[config.mk]
export PLATFORM = sky130hd
export DESIGN_NAME = tlb_assoc
export DESIGN_NICKNAME = d
export VERILOG_FILES = /design/src/rtl/tlb_assoc.sv
export SDC_FILE = /design/constraint.sdc
export NUM_CORES = 1
export LEC_CHECK = 0
export CAP_MARGIN = 10
export CORE_ASPECT_RATIO = 1.2
export CORE_MARGIN = 10
export CORE_UTILIZATION = 50
export CTS_CLUSTER_DIAMETER = 150
export CTS_CLUSTER_SIZE = 10
export DETAILED_ROUTE_END_ITERATION = 12
export MAX_ROUTING_LAYER = met4
export PLACE_DENSITY = 0.72
export SLEW_MARGIN = 15
export SYNTH_ARGS = -nofsm -noshare
export SYNTH_HDL_FRONTEND = slang
export SYNTH_SLANG_ARGS = --single-unit
[constraint.sdc]
create_clock -name clk -period 4.2 [get_ports clk]
set_input_delay 1.05 -clock clk [delete_from_list [all_inputs] [get_ports clk]]
set_output_delay 1.05 -clock clk [all_outputs]
set_load 0.02 [all_outputs]
[src/rtl/tlb_assoc.sv]
// Fully-associative TLB with true-LRU replacement, per-entry write permission,
// miss/refill handshake and supervisor-mode bypass.
module tlb_assoc #(
    parameter int unsigned ENTRIES  = 4,
    parameter int unsigned VA_W     = 32,
    parameter int unsigned OFFSET_W = 12,
    parameter int unsigned PPN_W    = 8
) (
    input  logic                         clk,
    input  logic                         reset,
    input  logic                         flush,
    input  logic                         req_valid,
    output logic                         req_ready,
    input  logic [VA_W-1:0]              req_vaddr,
    input  logic                         req_write,
    input  logic                         supervisor_mode,
    output logic                         resp_valid,
    output logic [PPN_W+OFFSET_W-1:0]    resp_paddr,
    output logic                         resp_fault,
    output logic                         miss_valid,
    output logic [VA_W-OFFSET_W-1:0]     miss_vpn,
    input  logic                         refill_valid,
    input  logic [PPN_W-1:0]             refill_ppn,
    input  logic                         refill_writable,
    output logic                         refill_ready,
    output logic                         fetch
);

    localparam int unsigned PA_W  = PPN_W + OFFSET_W;
    localparam int unsigned VPN_W = VA_W - OFFSET_W;
    localparam int unsigned AGE_W = (ENTRIES > 1) ? $clog2(ENTRIES) : 1;

    typedef enum logic [1:0] {
        S_IDLE = 2'd0,
        S_MISS = 2'd1,
        S_RESP = 2'd2
    } state_t;

    state_t state_q;
    state_t state_d;

    // Entry storage
    logic [VPN_W-1:0]   ent_vpn [ENTRIES];
    logic [PPN_W-1:0]   ent_ppn [ENTRIES];
    logic [AGE_W-1:0]   ent_age [ENTRIES];
    logic [ENTRIES-1:0] ent_valid;
    logic [ENTRIES-1:0] ent_wr;

    // Request offset and store flag captured on a miss for the refill response
    logic [OFFSET_W-1:0] lat_off_q;
    logic [OFFSET_W-1:0] lat_off_d;
    logic                lat_wr_q;
    logic                lat_wr_d;

    // Next values of the registered outputs
    logic                resp_valid_d;
    logic [PA_W-1:0]     resp_paddr_d;
    logic                resp_fault_d;
    logic                miss_valid_d;
    logic [VPN_W-1:0]    miss_vpn_d;
    logic                fetch_d;

    // Entry update strobes
    logic                fill_en;
    logic                touch_en;
    logic [AGE_W-1:0]    touch_idx;

    logic [VPN_W-1:0]    req_vpn;
    logic [ENTRIES-1:0]  hit_vec;
    logic                hit;
    logic [AGE_W-1:0]    hit_idx;
    logic [AGE_W-1:0]    vic_idx;
    logic                found_free;

    assign req_vpn      = req_vaddr[VA_W-1:OFFSET_W];
    assign hit          = |hit_vec;
    assign req_ready    = (state_q == S_IDLE) && !flush;
    assign refill_ready = miss_valid;

    // Associative match of the request VPN against every valid entry
    always_comb begin
        hit_vec = '0;
        hit_idx = '0;
        for (int i = 0; i < int'(ENTRIES); i++) begin
            if (ent_valid[i] && (ent_vpn[i] == req_vpn)) begin
                hit_vec[i] = 1'b1;
            end
        end
        for (int i = int'(ENTRIES) - 1; i >= 0; i--) begin
            if (hit_vec[i]) begin
                hit_idx = AGE_W'(i);
            end
        end
    end

    // Victim: lowest-index free entry, otherwise the least recently used one
    always_comb begin
        vic_idx    = '0;
        found_free = 1'b0;
        for (int i = int'(ENTRIES) - 1; i >= 0; i--) begin
            if (!ent_valid[i]) begin
                vic_idx    = AGE_W'(i);
                found_free = 1'b1;
            end
        end
        if (!found_free) begin
            for (int i = 0; i < int'(ENTRIES); i++) begin
                if (ent_age[i] == AGE_W'(ENTRIES - 1)) begin
                    vic_idx = AGE_W'(i);
                end
            end
        end
    end

    // State register
    always_ff @(posedge clk or negedge reset) begin
        if (!reset) begin
            state_q <= S_IDLE;
        end else begin
            state_q <= state_d;
        end
    end

    // Next-state logic; flush overrides everything
    always_comb begin
        state_d = state_q;
        if (flush) begin
            state_d = S_IDLE;
        end else begin
            case (state_q)
                S_IDLE: begin
                    if (req_valid && !supervisor_mode && !hit) begin
                        state_d = S_MISS;
                    end
                end
                S_MISS: begin
                    if (refill_valid) begin
                        state_d = S_RESP;
                    end
                end
                S_RESP:  state_d = S_IDLE;
                default: state_d = S_IDLE;
            endcase
        end
    end

    // Output and entry-update decode for the coming edge
    always_comb begin
        resp_valid_d = 1'b0;
        resp_paddr_d = resp_paddr;
        resp_fault_d = resp_fault;
        miss_valid_d = miss_valid;
        miss_vpn_d   = miss_vpn;
        fetch_d      = fetch;
        lat_off_d    = lat_off_q;
        lat_wr_d     = lat_wr_q;
        fill_en      = 1'b0;
        touch_en     = 1'b0;
        touch_idx    = '0;
        if (flush) begin
            miss_valid_d = 1'b0;
            fetch_d      = 1'b1;
        end else begin
            case (state_q)
                S_IDLE: begin
                    if (req_valid) begin
                        if (supervisor_mode) begin
                            resp_valid_d = 1'b1;
                            resp_paddr_d = req_vaddr[PA_W-1:0];
                            resp_fault_d = 1'b0;
                        end else if (hit) begin
                            resp_valid_d = 1'b1;
                            resp_paddr_d = {ent_ppn[hit_idx], req_vaddr[OFFSET_W-1:0]};
                            resp_fault_d = req_write & ~ent_wr[hit_idx];
                            touch_en     = 1'b1;
                            touch_idx    = hit_idx;
                        end else begin
                            miss_valid_d = 1'b1;
                            miss_vpn_d   = req_vpn;
                            fetch_d      = 1'b0;
                            lat_off_d    = req_vaddr[OFFSET_W-1:0];
                            lat_wr_d     = req_write;
                        end
                    end
                end
                S_MISS: begin
                    if (refill_valid) begin
                        fill_en      = 1'b1;
                        touch_en     = 1'b1;
                        touch_idx    = vic_idx;
                        miss_valid_d = 1'b0;
                        fetch_d      = 1'b1;
                        resp_valid_d = 1'b1;
                        resp_paddr_d = {refill_ppn, lat_off_q};
                        resp_fault_d = lat_wr_q & ~refill_writable;
                    end
                end
                default: begin
                end
            endcase
        end
    end

    // Registered outputs and miss context
    always_ff @(posedge clk or negedge reset) begin
        if (!reset) begin
            resp_valid <= 1'b0;
            resp_paddr <= '0;
            resp_fault <= 1'b0;
            miss_valid <= 1'b0;
            miss_vpn   <= '0;
            fetch      <= 1'b1;
            lat_off_q  <= '0;
            lat_wr_q   <= 1'b0;
        end else begin
            resp_valid <= resp_valid_d;
            resp_paddr <= resp_paddr_d;
            resp_fault <= resp_fault_d;
            miss_valid <= miss_valid_d;
            miss_vpn   <= miss_vpn_d;
            fetch      <= fetch_d;
            lat_off_q  <= lat_off_d;
            lat_wr_q   <= lat_wr_d;
        end
    end

    // Entry array: refill write and LRU age update (ages stay a permutation)
    always_ff @(posedge clk or negedge reset) begin
        if (!reset) begin
            ent_valid <= '0;
            ent_wr    <= '0;
            for (int i = 0; i < int'(ENTRIES); i++) begin
                ent_vpn[i] <= '0;
                ent_ppn[i] <= '0;
                ent_age[i] <= AGE_W'(i);
            end
        end else if (flush) begin
            ent_valid <= '0;
            for (int i = 0; i < int'(ENTRIES); i++) begin
                ent_age[i] <= AGE_W'(i);
            end
        end else begin
            if (fill_en) begin
                ent_vpn[vic_idx]   <= miss_vpn;
                ent_ppn[vic_idx]   <= refill_ppn;
                ent_wr[vic_idx]    <= refill_writable;
                ent_valid[vic_idx] <= 1'b1;
            end
            if (touch_en) begin
                for (int i = 0; i < int'(ENTRIES); i++) begin
                    if (AGE_W'(i) == touch_idx) begin
                        ent_age[i] <= '0;
                    end else if (ent_age[i] < ent_age[touch_idx]) begin
                        ent_age[i] <= ent_age[i] + AGE_W'(1);
                    end
                end
            end
        end
    end

endmodule

==> impl_metrics.sql <==
INSERT INTO impl_metrics (metric_group, metric, value, unit) VALUES
('run_status', 'outcome', 'completed', ''),
('timing', 'finish_stage_setup_viols', '0', ''),
('worst_setup_path', 'worst-endpoint-arrival', '4440', 'ps'),
('clocking', 'cts_root_buf', 'sky130_fd_sc_hd__clkbuf_16', ''),
('synth', 'synth_async_sr_flop_share', '100', '%'),
('drt', 'antenna_violation_net_count_after_detailed_routing', '0', ''),
('power_and_ir_drop', 'power.sequential.fraction', '44.9', '%'),
('worst_setup_path', 'slowest_stage', 'sky130_fd_sc_hd__clkdlybuf4s50_1', ''),
('worst_setup_path', 'startpoint', 'req_vaddr[28]', ''),
('die', 'die_w', '144', 'um'),
('drt', 'drt-vias-per-instance', '5.65', ''),
('placement', 'placed_cells_incl_taps', '1131', ''),
('synth', 'dominantRegCellSynth', 'sky130_fd_sc_hd__dfrtp_1', ''),
('finish', 'multiInputGateArea', '4510', 'sq um'),
('clocking', 'cts-buffers-inserted', '17', ''),
('timing', 'finalSetupTns', '0', 'ps'),
('die', 'io_pins', '94', ''),
('die', 'floorplan.die_area', '24400', 'sq um'),
('worst_setup_path', 'timing.critical_path.cells', 'clkdlybuf4s50_1 -> buf_4 -> xnor2_1 -> nand4_1 -> or4_1 -> o211ai_1 -> a21oi_2 -> a22oi_1 -> buf_4 -> mux2i_4 -> a221o_1 -> buf_4 -> nor3b_1 -> or3_1 -> a21oi_1', ''),
('power_and_ir_drop', 'share_clk_of_total_power', '31.8', '%'),
('finish', 'fill_cells', '1370', ''),
('power_and_ir_drop', 'power_leakage', '5.31', 'nW'),
('timing', 'unrepaired_setup_endpoints_after_global_routing', 'true', ''),
('clocking', 'clock_sink_count', '187', ''),
('synth', 'net_count_after_synthesis', '828', ''),
('timing', 'timing.slew.headroom', '45.5', '%'),
('synth', 'synth.area.top_cells', 'sky130_fd_sc_hd__dfrtp_1 49%, sky130_fd_sc_hd__mux2_2 18%, sky130_fd_sc_hd__mux2i_1 5.1%', ''),
('drt', 'detail_route.first_pass.iterations', '4', ''),
('finish', 'nets', '980', ''),
('power_and_ir_drop', 'cellInternalPower', '0.00346', 'W'),
('clocking', 'cts.reportedPaths.clkPinSlew', '70', 'ps'),
('grt', 'antenna_found_initial', '0', ''),
('clocking', 'h-tree-depth', '4', ''),
('synth', 'synthesis.area', '9270', 'sq um'),
('synth', 'synth.ff_latch_count', '187', ''),
('synth', 'seq_area_frac_synth', '50.6', '%'),
('synth', 'synth_enable_flop_cells', '0', ''),
('placement', 'hpwl', '18.3', 'mm'),
('timing', 'tightestPinTransition', '807', 'ps'),
('timing', 'min_period_over_period', '97.3', '%'),
('synth', 'synth-compound-area-share', '6.68', '%'),
('drt', 'route.detailed.wl_per_inst', '21.4', 'um'),
('synth', 'yosys.cell_count.top_type', 'sky130_fd_sc_hd__dfrtp_1', ''),
('synth', 'synth_adder_area_share', '0.540', '%'),
('finish', 'area_growth_syn_to_layout', '27.8', '%'),
('placement', 'gp_congestion', '0.931', ''),
('worst_hold_path', 'hold_path_startpoint', 'resp_paddr[11]', ''),
('placement', 'place.port_buffers', '93', ''),
('synth', 'leading_cell_types_by_count_after_synthesis', '182 x sky130_fd_sc_hd__dfrtp_1, 147 x sky130_fd_sc_hd__mux2_2, 51 x sky130_fd_sc_hd__xnor2_1, 47 x sky130_fd_sc_hd__mux2i_1, 35 x sky130_fd_sc_hd__nand2_1', ''),
('worst_setup_path', 'worstSetupPathType', 'primary input to flop', ''),
('finish', 'insertedDiodeCount', '0', ''),
('synth', 'post_synth_xor_area_fraction', '7.84', '%'),
('die', 'floorplan.die.height', '169', 'um'),
('power_and_ir_drop', 'power.ir.vdd_worst', '0.000285', 'V'),
('grt', 'global_route.overflow_total', '0', ''),
('grt', 'grt.total_usage', '21.5', '%'),
('power_and_ir_drop', 'p_sw', '0.00155', 'W'),
('synth', 'synth_top_area_share', '49.1', '%'),
('worst_setup_path', 'rr_startpoint', 'ent_vpn[50]', ''),
('placement', 'pre_cts_slack', '-515', 'ps'),
('die', 'core_area', '18200', 'sq um'),
('power_and_ir_drop', 'power.share.combinational', '23.3', '%'),
('synth', 'syn-instance-count', '776', ''),
('synth', 'combinational_family_with_the_most_area_after_synthesis', 'multiplexers', ''),
('clocking', 'tritoncts_clock_tree', 'yes', ''),
('synth', 'synth_cell_types', '62', ''),
('flow_run', 'maxCapViolations', '0', ''),
('die', 'starting_density', '51.0', '%'),
('synth', 'postSynthAreaPerCell', '11.9', 'sq um'),
('clocking', 'clockBufferDepth', '2', ''),
('worst_setup_path', 'peak_fanout_along_the_critical_path', '8', '');
## cell type report
class / instances / share of cell area, %
Clock buffer: 18 / 3.71
Clock inverter: 14 / 1.23
Inverter: 13 / 0.412
Multi-Input combinational cell: 524 / 38.1
Sequential cell: 187 / 39.6
Tap cell: 224 / 2.37
Timing Repair Buffer: 185 / 14.6
## repair_timing
action,4_1_cts,5_1_grt
pin swaps,1,14
setup buffers,1,1
endpoints found under the setup margin,4,13
resized for setup,5,40
## final timing paths
check,endpoint,slack [ps],cells past startpoint
setup / recovery,ent_age[2],110,15
max in group asynchronous,ent_vpn[50],2540,2
setup reg to reg,ent_age[5],720,11
hold / removal,resp_paddr[11],480,2
min in group asynchronous,resp_paddr[9],630,1
hold reg to reg,resp_paddr[11],480,2
## power by group through the flow
| stage | sequential, W | combinational, W | clock [W] |
|---|---|---|---|
| 2_1_floorplan | 0.00235 | 0.000491 | 0 |
| 3_3_place_gp | 0.00226 | 0.00113 | 0 |
| 3_5_place_dp | 0.00228 | 0.00116 | 0 |
| 4_1_cts | 0.00225 | 0.00117 | 0.00162 |
| 5_1_grt | 0.00229 | 0.00126 | 0.00170 |
| 6_report | 0.00225 | 0.00117 | 0.00159 |
## cell usage in the layout, fill, tap and decap left out, types with 7 or more instances in the layout
cell type,n
sky130_fd_sc_hd__a21oi_1,23
sky130_fd_sc_hd__buf_12,7
sky130_fd_sc_hd__buf_4,83
sky130_fd_sc_hd__clkbuf_16,17
sky130_fd_sc_hd__clkdlybuf4s50_1,80
sky130_fd_sc_hd__dfrtp_1,182
sky130_fd_sc_hd__dlymetal6s2s_1,9
sky130_fd_sc_hd__inv_1,12
sky130_fd_sc_hd__mux2_2,147
sky130_fd_sc_hd__mux2i_1,46
sky130_fd_sc_hd__nand2_1,35
sky130_fd_sc_hd__nand3_1,12
sky130_fd_sc_hd__nand4_1,16
sky130_fd_sc_hd__nor2_1,25
sky130_fd_sc_hd__nor4_1,10
sky130_fd_sc_hd__o21ai_0,31
sky130_fd_sc_hd__xnor2_1,37
sky130_fd_sc_hd__xnor2_2,14
sky130_fd_sc_hd__xor2_1,32
## per-stage QoR
stage          total power [W]  util (%)  hold slack, ps
6_report               0.00502      65.2             484
2_1_floorplan          0.00284         -             450
5_1_grt                0.00525      65.2             512
3_5_place_dp           0.00344      60.8             469
3_3_place_gp           0.00339      60.8             462
4_1_cts                0.00504      64.1             487
## worst max-delay path: cells and delay by family
| family | cells | cell delay [ps] |
|---|---|---|
| buffers and inverters | 4 | 1000 |
| AO/OA/AOI/OAI | 5 | 940 |
| AND/OR/NAND/NOR | 4 | 910 |
| XOR/XNOR | 1 | 280 |
| multiplexers | 1 | 250 |
## routing by layer
| metal | track usage (%) | part of all wire [%] | vias up |
|---|---|---|---|
| met3 | 3.42 | 3.4 | 34 |
| met4 | 7.39 | 2.5 | 0 |
| met1 | 25.2 | 41 | 3349 |
| met2 | 36.7 | 53 | 119 |
| li1 | - | - | 3081 |
| met5 | - | 0 | - |
## flip-flops by register name (all words and copies together), names as in the netlist
signal	count
lat_wr_q	1
ent_age	8
resp_valid	1
resp_paddr	20
lat_off_q	12
ent_vpn	80
ent_ppn	32
ent_wr	4
miss_valid	1
resp_fault	1
fetch	1
state_q	2
ent_valid	4
miss_vpn	20
## cells by family after synthesis
group,count (synthesis)
mux,194
flops,187
simple gates,148
compound gates,95
xor+xnor,83
buf+inv,65
fa+ha+maj,4
Note: power is estimated with default switching activity, not from simulation.
